## src/rtl/game_pkg.sv

```systemverilog
// game_pkg: screen geometry, coordinate type, launch FSM encoding and small
// helpers shared by the alien bomb logic.
package game_pkg;
  localparam int COORD_W        = 10;
  localparam int Y_BOTTOM_LIMIT = 460;
  localparam int X_MIN          = 32;
  localparam int X_MAX          = 608;

  typedef logic [COORD_W-1:0] coord_t;

  typedef enum logic {IDLE, REQ} fire_state_t;

  // Fold the low LFSR nibble into the column range [0, n_cols).
  function automatic logic [3:0] col_fold(input logic [7:0] l, input int n_cols);
    logic [4:0] c;
    c = {1'b0, l[3:0]};
    if (c >= 5'(n_cols)) c = c - 5'(n_cols);
    return c[3:0];
  endfunction

  // Inclusive-bound rectangle overlap on 11-bit (carry-safe) coordinates.
  function automatic logic box_overlap(input logic [10:0] ax0, ax1, ay0, ay1,
                                       input logic [10:0] bx0, bx1, by0, by1);
    return (ax0 <= bx1) && (bx0 <= ax1) && (ay0 <= by1) && (by0 <= ay1);
  endfunction
endpackage

```

## src/rtl/alien_bomb_if.sv

```systemverilog
// alien_bomb_if: launch handshake between the bomb block (master) and the
// alien controller (slave).
//   fire_req/fire_col   : request and column, master -> slave
//   fire_ack/fire_valid : one-cycle response, valid = column has a live alien
//   fire_x/fire_y       : launch origin, sampled with fire_ack
interface alien_bomb_if;
  import game_pkg::*;
  logic       fire_req;
  logic [3:0] fire_col;
  logic       fire_ack;
  logic       fire_valid;
  coord_t     fire_x;
  coord_t     fire_y;

  modport master (output fire_req, fire_col, input fire_ack, fire_valid, fire_x, fire_y);
  modport slave  (input fire_req, fire_col, output fire_ack, fire_valid, fire_x, fire_y);
endinterface

```

## src/rtl/bomb_lfsr.sv

```systemverilog
// bomb_lfsr: 8-bit Galois LFSR, polynomial x^8+x^6+x^5+x^4+1, right-shifting.
//   clk, reset (sync, active high), step (advance one state), value (state)
module bomb_lfsr #(
  parameter logic [7:0] SEED = 8'hA5
) (
  input  logic       clk,
  input  logic       reset,
  input  logic       step,
  output logic [7:0] value
);
  always_ff @(posedge clk) begin
    if (reset)     value <= SEED;
    else if (step) value <= {1'b0, value[7:1]} ^ (value[0] ? 8'hB8 : 8'h00);
  end
endmodule

```

## src/rtl/alien_bomb.sv

```systemverilog
// alien_bomb: up to N_BOMBS falling alien bombs. Requests launches from the
// alien controller, moves bombs once per frame tick, detects player hits and
// renders the bomb pixel.
//   s_clk, reset (sync, active high), clk_0 (frame tick), pause (freeze)
//   fire        : launch handshake (alien_bomb_if.master)
//   player_*    : player hit box; pixel_x/y : render position
//   bomb_pixel  : combinational render output
//   player_hit  : one-cycle pulse after a tick in which a bomb hit the player
//   bombs_active: per-slot active flags
// Optional build macro BOMB_SHOT_CANCEL_EN adds shot_x/shot_y/shot_active and
// shot_cancel: bombs touching an active 2x8 player shot are destroyed.
module alien_bomb
  import game_pkg::*;
#(
  parameter int         N_BOMBS         = 3,
  parameter int         N_COLS          = 11,
  parameter int         BOMB_WIDTH      = 2,
  parameter int         BOMB_HEIGHT     = 6,
  parameter int         BOMB_VELOCITY   = 2,
  parameter int         Y_BOTTOM_LIMIT  = game_pkg::Y_BOTTOM_LIMIT,
  parameter int         COOLDOWN_FRAMES = 45,
  parameter logic [7:0] LFSR_SEED       = 8'hA5
) (
  input  logic               s_clk,
  input  logic               reset,
  input  logic               clk_0,
  input  logic               pause,
  alien_bomb_if.master       fire,
  input  coord_t             player_x,
  input  coord_t             player_y,
  input  logic [5:0]         player_w,
  input  logic [5:0]         player_h,
  input  coord_t             pixel_x,
  input  coord_t             pixel_y,
`ifdef BOMB_SHOT_CANCEL_EN
  input  coord_t             shot_x,
  input  coord_t             shot_y,
  input  logic               shot_active,
  output logic               shot_cancel,
`endif
  output logic               bomb_pixel,
  output logic               player_hit,
  output logic [N_BOMBS-1:0] bombs_active
);
  localparam int CD_W = $clog2(COOLDOWN_FRAMES + 1);

  fire_state_t              state, state_nxt;
  logic [CD_W-1:0]          cooldown, cd_nxt, cd_dec;
  logic [3:0]               req_col, col_nxt;
  logic [7:0]               lfsr;
  logic                     tick, load, has_free;
  logic [N_BOMBS-1:0]       active, load_oh, hit, past_bottom, shot_hit, pix;
  coord_t [N_BOMBS-1:0]     slot_x, slot_y, y_new;
  coord_t                   launch_x;
  logic [10:0]              px0, px1, py0, py1;

  assign tick     = clk_0 & ~pause;
  assign has_free = ~&active;
  assign launch_x = fire.fire_x - coord_t'(BOMB_WIDTH / 2);
  assign px0 = {1'b0, player_x};
  assign px1 = px0 + 11'(player_w);
  assign py0 = {1'b0, player_y};
  assign py1 = py0 + 11'(player_h);

  bomb_lfsr #(.SEED(LFSR_SEED)) u_lfsr (
    .clk(s_clk), .reset(reset), .step(tick), .value(lfsr)
  );

  // Per-slot motion, collision and render terms. Collision boxes use the
  // post-move position; rendering uses the current one.
  for (genvar i = 0; i < N_BOMBS; i++) begin : g_slot
    logic [10:0] bx0, bx1, by0, by1, ry0;
    assign y_new[i] = slot_y[i] + coord_t'(BOMB_VELOCITY);
    assign bx0 = {1'b0, slot_x[i]};
    assign bx1 = bx0 + 11'(BOMB_WIDTH);
    assign by0 = {1'b0, y_new[i]};
    assign by1 = by0 + 11'(BOMB_HEIGHT);
    assign ry0 = {1'b0, slot_y[i]};
    assign hit[i]         = active[i] && box_overlap(bx0, bx1, by0, by1, px0, px1, py0, py1);
    assign past_bottom[i] = y_new[i] > coord_t'(Y_BOTTOM_LIMIT);
    assign pix[i] = active[i]
                 && ({1'b0, pixel_x} >= bx0) && ({1'b0, pixel_x} < bx0 + 11'(BOMB_WIDTH))
                 && ({1'b0, pixel_y} >= ry0) && ({1'b0, pixel_y} < ry0 + 11'(BOMB_HEIGHT));
`ifdef BOMB_SHOT_CANCEL_EN
    assign shot_hit[i] = active[i] && shot_active
                      && box_overlap(bx0, bx1, by0, by1,
                                     {1'b0, shot_x}, {1'b0, shot_x} + 11'd2,
                                     {1'b0, shot_y}, {1'b0, shot_y} + 11'd8);
`else
    assign shot_hit[i] = 1'b0;
`endif
  end

  assign bomb_pixel    = |pix;
  assign bombs_active  = active;
  assign fire.fire_req = (state == REQ);
  assign fire.fire_col = req_col;

  // Lowest-index free slot, one-hot, gated by an accepted valid ack.
  always_comb begin
    load_oh = '0;
    for (int i = N_BOMBS - 1; i >= 0; i--)
      if (!active[i]) begin
        load_oh    = '0;
        load_oh[i] = 1'b1;
      end
    if (!load) load_oh = '0;
  end

  // Launch FSM. A request is raised on the tick where the cooldown reaches
  // (or already sits at) zero with a free slot; the column is captured then
  // and held for the whole request.
  always_comb begin
    state_nxt = state;
    cd_nxt    = cooldown;
    col_nxt   = req_col;
    load      = 1'b0;
    cd_dec    = (cooldown != '0) ? cooldown - CD_W'(1) : '0;
    unique case (state)
      IDLE: if (tick) begin
        cd_nxt = cd_dec;
        if (cd_dec == '0 && has_free) begin
          state_nxt = REQ;
          col_nxt   = col_fold(lfsr, N_COLS);
        end
      end
      REQ: if (!pause && fire.fire_ack) begin
        state_nxt = IDLE;
        if (fire.fire_valid && has_free) begin
          load   = 1'b1;
          cd_nxt = CD_W'(COOLDOWN_FRAMES);
        end else begin
          cd_nxt = CD_W'(1);   // retry on the next tick with a fresh column
        end
      end
      default: state_nxt = IDLE;
    endcase
  end

  always_ff @(posedge s_clk) begin
    if (reset) begin
      state      <= IDLE;
      cooldown   <= CD_W'(COOLDOWN_FRAMES);
      req_col    <= '0;
      active     <= '0;
      slot_x     <= '0;
      slot_y     <= '0;
      player_hit <= 1'b0;
`ifdef BOMB_SHOT_CANCEL_EN
      shot_cancel <= 1'b0;
`endif
    end else if (!pause) begin
      state      <= state_nxt;
      cooldown   <= cd_nxt;
      req_col    <= col_nxt;
      player_hit <= tick && (|hit);
`ifdef BOMB_SHOT_CANCEL_EN
      shot_cancel <= tick && (|(shot_hit & ~hit));
`endif
      for (int i = 0; i < N_BOMBS; i++) begin
        // Moving slots are active; a loading slot is free, so the two never
        // coincide and a freshly loaded bomb skips this tick's move.
        if (tick && active[i]) begin
          if (hit[i] || shot_hit[i] || past_bottom[i]) active[i] <= 1'b0;
          else                                         slot_y[i] <= y_new[i];
        end else if (load_oh[i]) begin
          active[i] <= 1'b1;
          slot_x[i] <= launch_x;
          slot_y[i] <= fire.fire_y;
        end
      end
    end
  end
endmodule

```

## src/flat_wrapper.sv

```systemverilog
// flat-port wrapper written by rule: the top's interface ports become plain ports
module alien_bomb_flat import game_pkg::*;
#(
  parameter int         N_BOMBS         = 3,
  parameter int         N_COLS          = 11,
  parameter int         BOMB_WIDTH      = 2,
  parameter int         BOMB_HEIGHT     = 6,
  parameter int         BOMB_VELOCITY   = 2,
  parameter int         Y_BOTTOM_LIMIT  = game_pkg::Y_BOTTOM_LIMIT,
  parameter int         COOLDOWN_FRAMES = 45,
  parameter logic [7:0] LFSR_SEED       = 8'hA5
)
  (s_clk, reset, clk_0, pause, player_x, player_y, player_w, player_h, pixel_x, pixel_y, bomb_pixel, player_hit, bombs_active, fire_fire_req, fire_fire_col, fire_fire_ack, fire_fire_valid, fire_fire_x, fire_fire_y);
  alien_bomb_if fire_i ();
  input  logic s_clk;
  input  logic reset;
  input  logic clk_0;
  input  logic pause;
  input  coord_t player_x;
  input  coord_t player_y;
  input  logic [5:0] player_w;
  input  logic [5:0] player_h;
  input  coord_t pixel_x;
  input  coord_t pixel_y;
  output logic bomb_pixel;
  output logic player_hit;
  output logic [N_BOMBS-1:0] bombs_active;
  output wire logic [$bits(fire_i.fire_req)-1:0] fire_fire_req;
  output wire logic [$bits(fire_i.fire_col)-1:0] fire_fire_col;
  input wire logic [$bits(fire_i.fire_ack)-1:0] fire_fire_ack;
  input wire logic [$bits(fire_i.fire_valid)-1:0] fire_fire_valid;
  input wire logic [$bits(fire_i.fire_x)-1:0] fire_fire_x;
  input wire logic [$bits(fire_i.fire_y)-1:0] fire_fire_y;
  assign fire_fire_req = fire_i.fire_req;
  assign fire_fire_col = fire_i.fire_col;
  assign fire_i.fire_ack = fire_fire_ack;
  assign fire_i.fire_valid = fire_fire_valid;
  assign fire_i.fire_x = fire_fire_x;
  assign fire_i.fire_y = fire_fire_y;
  alien_bomb #(.N_BOMBS(N_BOMBS), .N_COLS(N_COLS), .BOMB_WIDTH(BOMB_WIDTH), .BOMB_HEIGHT(BOMB_HEIGHT), .BOMB_VELOCITY(BOMB_VELOCITY), .Y_BOTTOM_LIMIT(Y_BOTTOM_LIMIT), .COOLDOWN_FRAMES(COOLDOWN_FRAMES), .LFSR_SEED(LFSR_SEED)) u_core (.s_clk(s_clk), .reset(reset), .clk_0(clk_0), .pause(pause), .fire(fire_i), .player_x(player_x), .player_y(player_y), .player_w(player_w), .player_h(player_h), .pixel_x(pixel_x), .pixel_y(pixel_y), .bomb_pixel(bomb_pixel), .player_hit(player_hit), .bombs_active(bombs_active));
endmodule
```

## config.mk

```make
export PLATFORM = sky130hd
export DESIGN_NAME = alien_bomb_flat
export DESIGN_NICKNAME = d
export VERILOG_FILES = /design/src/rtl/game_pkg.sv /design/src/rtl/alien_bomb_if.sv /design/src/rtl/bomb_lfsr.sv /design/src/rtl/alien_bomb.sv /design/src/flat_wrapper.sv
export SDC_FILE = /design/constraint.sdc
export NUM_CORES = 1
export LEC_CHECK = 0
export BUFFER_PORTS_ARGS = -buffer_cell sky130_fd_sc_hd__clkbuf_2
export CELL_PAD_IN_SITES_DETAIL_PLACEMENT = 1
export CELL_PAD_IN_SITES_GLOBAL_PLACEMENT = 1
export CORE_AREA = 5 5 173 175
export DETAILED_ROUTE_END_ITERATION = 12
export DIE_AREA = 0 0 178 180
export PLACE_DENSITY_LB_ADDON = 0.1
export SYNTH_ARGS = -nofsm -noshare
export SYNTH_HDL_FRONTEND = slang
export SYNTH_SLANG_ARGS = --single-unit
```

## constraint.sdc

```tcl
create_clock -name s_clk -period 8.8 [get_ports s_clk]
set_input_delay 0.44 -clock s_clk [delete_from_list [all_inputs] [get_ports s_clk]]
set_output_delay 0.44 -clock s_clk [all_outputs]
set_load 0.005 [all_outputs]
```

Word-level counts from Yosys, hierarchy flattened
Index checks and enable logic that the tools add are counted.

Bits in registers: 83. Input port bits: 78. Output and inout bits: 10. Word-level logic and storage cells: 165.

Add/sub/neg operators: 17. Order comparisons: 28. Equal/unequal tests: 8. Mux-type cells: 36. Bitwise operators: 7. Reductions and logical operators: 55.

Operator list (number): <= comparator 10 x 11 -> 1 bit (12); two-way mux 10 bit (9); adder 10 x 3 -> 11 bit, second input constant (6); < comparator 10 x 11 -> 1 bit (6); greater-or-equal comparator 10 bit (6); adder 10 x 2 -> 11 bit, second input constant (3); AND reduction 3 bit (11); logical AND 1 bit (31); adder 10 x 2 -> 10 bit, second input constant (3); > comparator 10 x 9 -> 1 bit, second input constant (3); two-way mux 6 bit (4); adder 10 x 6 -> 11 bit (2); two-way mux 1 bit (15); != test 2 bit, second input constant (7); two-way mux 3 bit (4); one-hot mux 6 bit (2 select lines) (1); subtractor 10 x 1 -> 10 bit, second input constant (1); two-way mux 8 bit (1); bitwise XOR 7 x 8 -> 8 bit (1); zero test 6 bit (1); nonzero test 2 bit (3); nonzero test 6 bit (1); OR reduction 3 bit (2); subtractor 6 x 1 -> 6 bit, second input constant (1); 10 further kinds (17).

Longest topological paths before layout
Depth after elaboration: 9. Gate-level depth with buffers: 20. Mapped depth without buffers: 19.

Cells and area by module
From an unflattened synthesis, not the netlist that was laid out.

Cell total of the unflattened synthesis: 1460. Area total of the unflattened synthesis: 11529.8 µm².

By module, submodules not included: alien_bomb (instances 1, cells each 1430, area an instance 11224.5 µm², seq. area each 1501.4 µm²); bomb_lfsr (instances 1, cells each 30, area an instance 305.3 µm², seq. area each 160.2 µm²).

Least setup slack after synthesis
No wires, ideal clock.

Path kind: input port to flip-flop. Start point: input port player_y[1]. End point: register u_core.slot_y (netlist bit u_core.g_slot[2].ry0[7]). Setup time: 0.128 ns. Arrival: 3.775 ns. Required time: 8.672 ns. Path slack: 4.897 ns. Stages: 17. Buffers on the path: 1. Cells stage by stage: ha_1 -> a21o_1 -> a21oi_1 -> o21bai_1 -> a21oi_1 -> nor2b_1 -> o21ai_0 -> xor2_1 -> ha_1 -> a21o_1 -> a2111oi_0 -> o32a_1 -> o2111ai_1 -> a31oi_1 -> buf_2 -> mux2i_1 -> nor2_1.

Cells in the longest elaborated chain, start to end: 8. Elaborated cells on any way between the ends: 9. Those cells by class: add/sub (1); order compare (2); eq/ne (1); reduce/logical (5).

Ends and longest elaborated chain: from (decl) (line flat_wrapper.sv:20) `input coord_t player_y;`; adder 10 x 6 -> 11 bit (line alien_bomb.sv:63) `assign py1 = py0 + 11'(player_h);`; <= comparator 10 x 11 -> 1 bit (line game_pkg.sv:24) `return (ax0 <= bx1) && (bx0 <= ax1) && (ay0 <= by1) && (by0 <= ay1);`; logical AND 1 bit (line game_pkg.sv:24); logical AND 1 bit (*) (line game_pkg.sv:24); logical AND 1 bit (*) (line alien_bomb.sv:79) `assign hit[i] = active[i] && box_overlap(bx0, bx1, by0, by1, px0, px1, py0, py1);`; logical OR 1 bit (*) (line alien_bomb.sv:164) `if (hit[i] || shot_hit[i] || past_bottom[i]) active[i] <= 1'b0;`; != test 2 bit (no source line) (*); AND reduction 3 bit (no source line) (*); to (signal, indexed assignment) (line alien_bomb.sv:165) `else slot_y[i] <= y_new[i];`; to (signal, indexed assignment) (line alien_bomb.sv:169) `slot_y[i] <= fire.fire_y;`; to (decl) (line alien_bomb.sv:53) `coord_t [N_BOMBS-1:0] slot_x, slot_y, y_new;`.

Mark *: on every way between the ends. The rest lies on a longest branch, timed or not. A chain may end at the register's enable or synchronous reset.

Final worst setup path
Start point: register u_core.slot_y (netlist bit u_core.g_slot[0].ry0[3]). End point: register u_core.slot_y (netlist bit u_core.g_slot[0].ry0[5]).

Cells in the longest elaborated chain, start to end: 8. Elaborated cells on any way between the ends: 13. Those cells by class: add/sub (2); order compare (3); eq/ne (1); mux (2); reduce/logical (5).

Ends and longest elaborated chain: adder 10 x 2 -> 10 bit (*) (line alien_bomb.sv:73) `assign y_new[i] = slot_y[i] + coord_t'(BOMB_VELOCITY);`; adder 10 x 3 -> 11 bit / <= comparator 10 x 11 -> 1 bit (equally long branches) (line alien_bomb.sv:77, game_pkg.sv:24); <= comparator 10 x 11 -> 1 bit / logical AND 1 bit (equally long branches) (line game_pkg.sv:24); logical AND 1 bit (line game_pkg.sv:24); logical AND 1 bit (line alien_bomb.sv:79); logical OR 1 bit (line alien_bomb.sv:164); != test 2 bit (no source line); AND reduction 3 bit (no source line).

Mark *: on every way between the ends. The rest lies on a longest branch, timed or not. The select of a mux whose other input is x is not followed.

==> results.txt <==
total die area: 0.0320 mm2
Lkg Pwr: 5.04 nW
Cells after Synth: 1423
Hold Crit Class: in2reg
fmax: 202 MHz
critical path type: reg2reg
crit path max fanout: 14
Crit path arrival time: 5140 ps
count of final max-slew check failures: 0
layout cells sized above 1: 8.63%
max_cap viols: 0
n_diodes: 0
Area Growth Syn to Fin: 10.1%
fraction of registers with async set/reset: 0%
FF-to-FF path depth: 16
drt initial violations: 669
Clk Latency, worst-skew pair: 350 ps
first-pass GRT wire length: 59.0 mm
CTS root buf: clkbuf_16
Max Root-Sink Buffers: 2
gr usage total: 23.1%
Detail Placement HPWL: 31.5 mm
I/O pin count: 88
PnR worst setup slack: 3840 ps
hold buffer count at cts: 0
WL final: 37.4 mm
Critical Path RT: 8990 ps
Wirelength per Cell: 19.9 um
first-pass detailed-route iteration total: 5
largest net degree at the start of global routing: 82
HP Start: pause
Seq/Total Area, Yosys: 14.9%
Fin Clk Skew: 7.41 ps
antenna violations before repair: 0
post-place setup slack: 3730 ps
CTS Sinks: 83
filler cell count: 3528
Worst Hold Path EP: u_core.player_hit
CTS tree: yes
PortBufs: 87
Peak VDD IR: 0.0827 mV
TNS Setup: 0 ps
Placement Rows: 62
EDFF count, synth: 0
WHS Path Cells: 3
Post-Syn Nets: 1755
vias after detailed routing: 10600
GPL Wtd Cong: 0.853
antenna-violating nets left: 0
min Tclk post-route: 4960 ps
r2r endpoint: u_core.g_slot[0].ry0[5]
number of global-route vias before repair: 10700
GR Overflow Total: 0
YS warnings: 0
core area: 0.0283 mm2
startpoint type of the worst setup path: flop
outcome: finished, final reports clean
Critical R2R Launch: u_core.g_slot[0].ry0[3]
clock-pin slew of the registers on the worst-case setup and hold paths: 70 ps
Critical Path End Type: flop
postcts setup bufs: 0
DRC Markers: 0
register bit count reported by yosys: 83
NumNets Final: 1821
final worst-path cycle share: 56.3%
R2R Setup Slk: 3840 ps
Inserted Clock Buffers: 9
Most used DFF post-synth: dfxtp_1
RSZ-0062 raised after global routing: false
Die Width: 178 um
Post-Syn Area: 0.0111 mm2
H-tree depth: 3
Slew HR: 20.6%
Cells after DPL: 1862
Via density: 5.67
Die Y: 180 um
post-CTS sizing: 0
Starting Density: 39.3%
Non-Filler Instances: 1878
final setup fails: 0
Netlist cell types: 67
PD cells: 87.5 mW/mm2
syn avg cell area: 7.83 um2
slew at the pin closest to its max-slew limit: 1190 ps
final hold vios: 0
## power breakdown
group | switching [mW] | internal (mW) | leakage (nW)
Clock | 0.171 | 0.228 | 0.148
Combinational | 0.173 | 0.116 | 4.22
Sequential | 0.00466 | 0.380 | 0.671
Total | 0.349 | 0.724 | 5.04
## cells by family after synthesis
kind of cell,count (synthesis),share of synthesized area (%)
AND/OR/NAND/NOR,445,19.3
AO/OA/AOI/OAI,361,21.2
adder cells (fa/ha/maj),257,28.9
buffers and inverters,151,5.19
XOR/XNOR,113,9.26
flip-flops,83,14.9
multiplexers,13,1.17
## layer usage
layer	part of all wire, %	track usage, %	wire [um]
met5	0	0	0
met4	0.69	2.60	259
met3	3.4	2.12	1280
met2	44	36.5	16500
met1	52	35.1	19400
## cell type report
class                           count  area, um2  area share [%]
Sequential cell                    83       1660            13.6
Multi-Input combinational cell   1189       8910            72.6
Clock buffer                       10        239            1.95
Inverter                          112        420            3.43
Tap cell                          384        480            3.92
Clock inverter                      6       65.1           0.531
Timing Repair Buffer               94        488            3.98
## placed cells by master, fill, tap and decap left out, drive strengths merged, types with 39 or more instances in the layout
master / instances
ha: 252
xnor2: 89
clkbuf: 96
inv: 112
dfxtp: 83
nor3: 39
nor2: 124
nand3: 61
a211oi: 52
a21oi: 104
o21ai: 79
nand2: 97
## synthesized netlist by cell type (4+ instances only)
master | number | area share, %
ha_1 | 252 | 28
nor2_1 | 124 | 4.2
inv_1 | 112 | 3.8
a21oi_1 | 102 | 4.6
nand2_1 | 97 | 3.3
xnor2_1 | 89 | 7.0
dfxtp_1 | 83 | 15
o21ai_0 | 78 | 3.5
nand3_1 | 61 | 2.7
a211oi_1 | 51 | 3.4
nor3_1 | 39 | 1.8
clkbuf_1 | 35 | 1.2
nor2b_1 | 30 | 1.7
o211ai_1 | 26 | 1.8
xor2_1 | 21 | 1.7
a21o_1 | 19 | 1.3
and3_1 | 18 | 1.0
nand2b_1 | 18 | 1.0
nand4_1 | 18 | 1.0
mux2i_1 | 13 | 1.2
or3_1 | 12 | 0.67
a31oi_1 | 9 | 0.51
o21a_1 | 9 | 0.61
a211o_1 | 7 | 0.55
o21bai_1 | 6 | 0.40
a221oi_1 | 5 | 0.39
o31ai_1 | 5 | 0.34
and2_1 | 4 | 0.22
o311ai_0 | 4 | 0.31
o31a_1 | 4 | 0.31
o32ai_1 | 4 | 0.31
or4_1 | 4 | 0.27
## worst max path at each step
stage / from / endpoint / slack (ps) / cells past startpoint
3_5_place_dp: player_y[1] / u_core.g_slot[0].ry0[3] / 3730 / 17
6_report: u_core.g_slot[0].ry0[3] / u_core.g_slot[0].ry0[5] / 3840 / 16
5_1_grt: u_core.g_slot[0].ry0[3] / u_core.g_slot[0].ry0[3] / 3360 / 16
2_1_floorplan: player_y[1] / u_core.g_slot[2].ry0[7] / 4900 / 17
4_1_cts: u_core.g_slot[0].ry0[3] / u_core.g_slot[0].ry0[5] / 3820 / 16
3_3_place_gp: player_y[1] / u_core.g_slot[0].ry0[9] / 3910 / 17
## flip-flops by register name, indices dropped and copies added, names as in the netlist
| register | cells |
|---|---|
| u_core.player_hit | 1 |
| u_core.fire.fire_col | 4 |
| u_core.g_slot.ry0 | 30 |
| u_core.fire.fire_req | 1 |
| u_core.u_lfsr.value | 8 |
| u_core.g_slot.bx0 | 30 |
| u_core.bombs_active | 3 |
| u_core.cooldown | 6 |
## critical path, stage by stage (launching register included)
cell	delay (ps)
dfxtp_1	610
ha_1	370
nand2_1	100
xnor2_1	450
nor3b_1	390
xnor2_1	170
ha_1	260
o21ai_0	80
nor2_1	50
o21ai_0	160
nand2b_1	70
a221oi_1	330
o31a_1	250
o2111ai_1	190
a21oi_1	980
or3_1	250
a21oi_1	70
## metrics by stage
stage	hold WS, ps	instance area, um2	util [%]	total power, mW
global route	397	12300	43.3	1.14
detailed placement	456	12000	42.2	0.682
floorplan	432	11100	-	0.576
finish	372	12300	43.3	1.07
global placement	443	12000	42.2	0.674
CTS	363	12300	43.3	1.08
No activity file was read; power rests on OpenSTA's default activity.
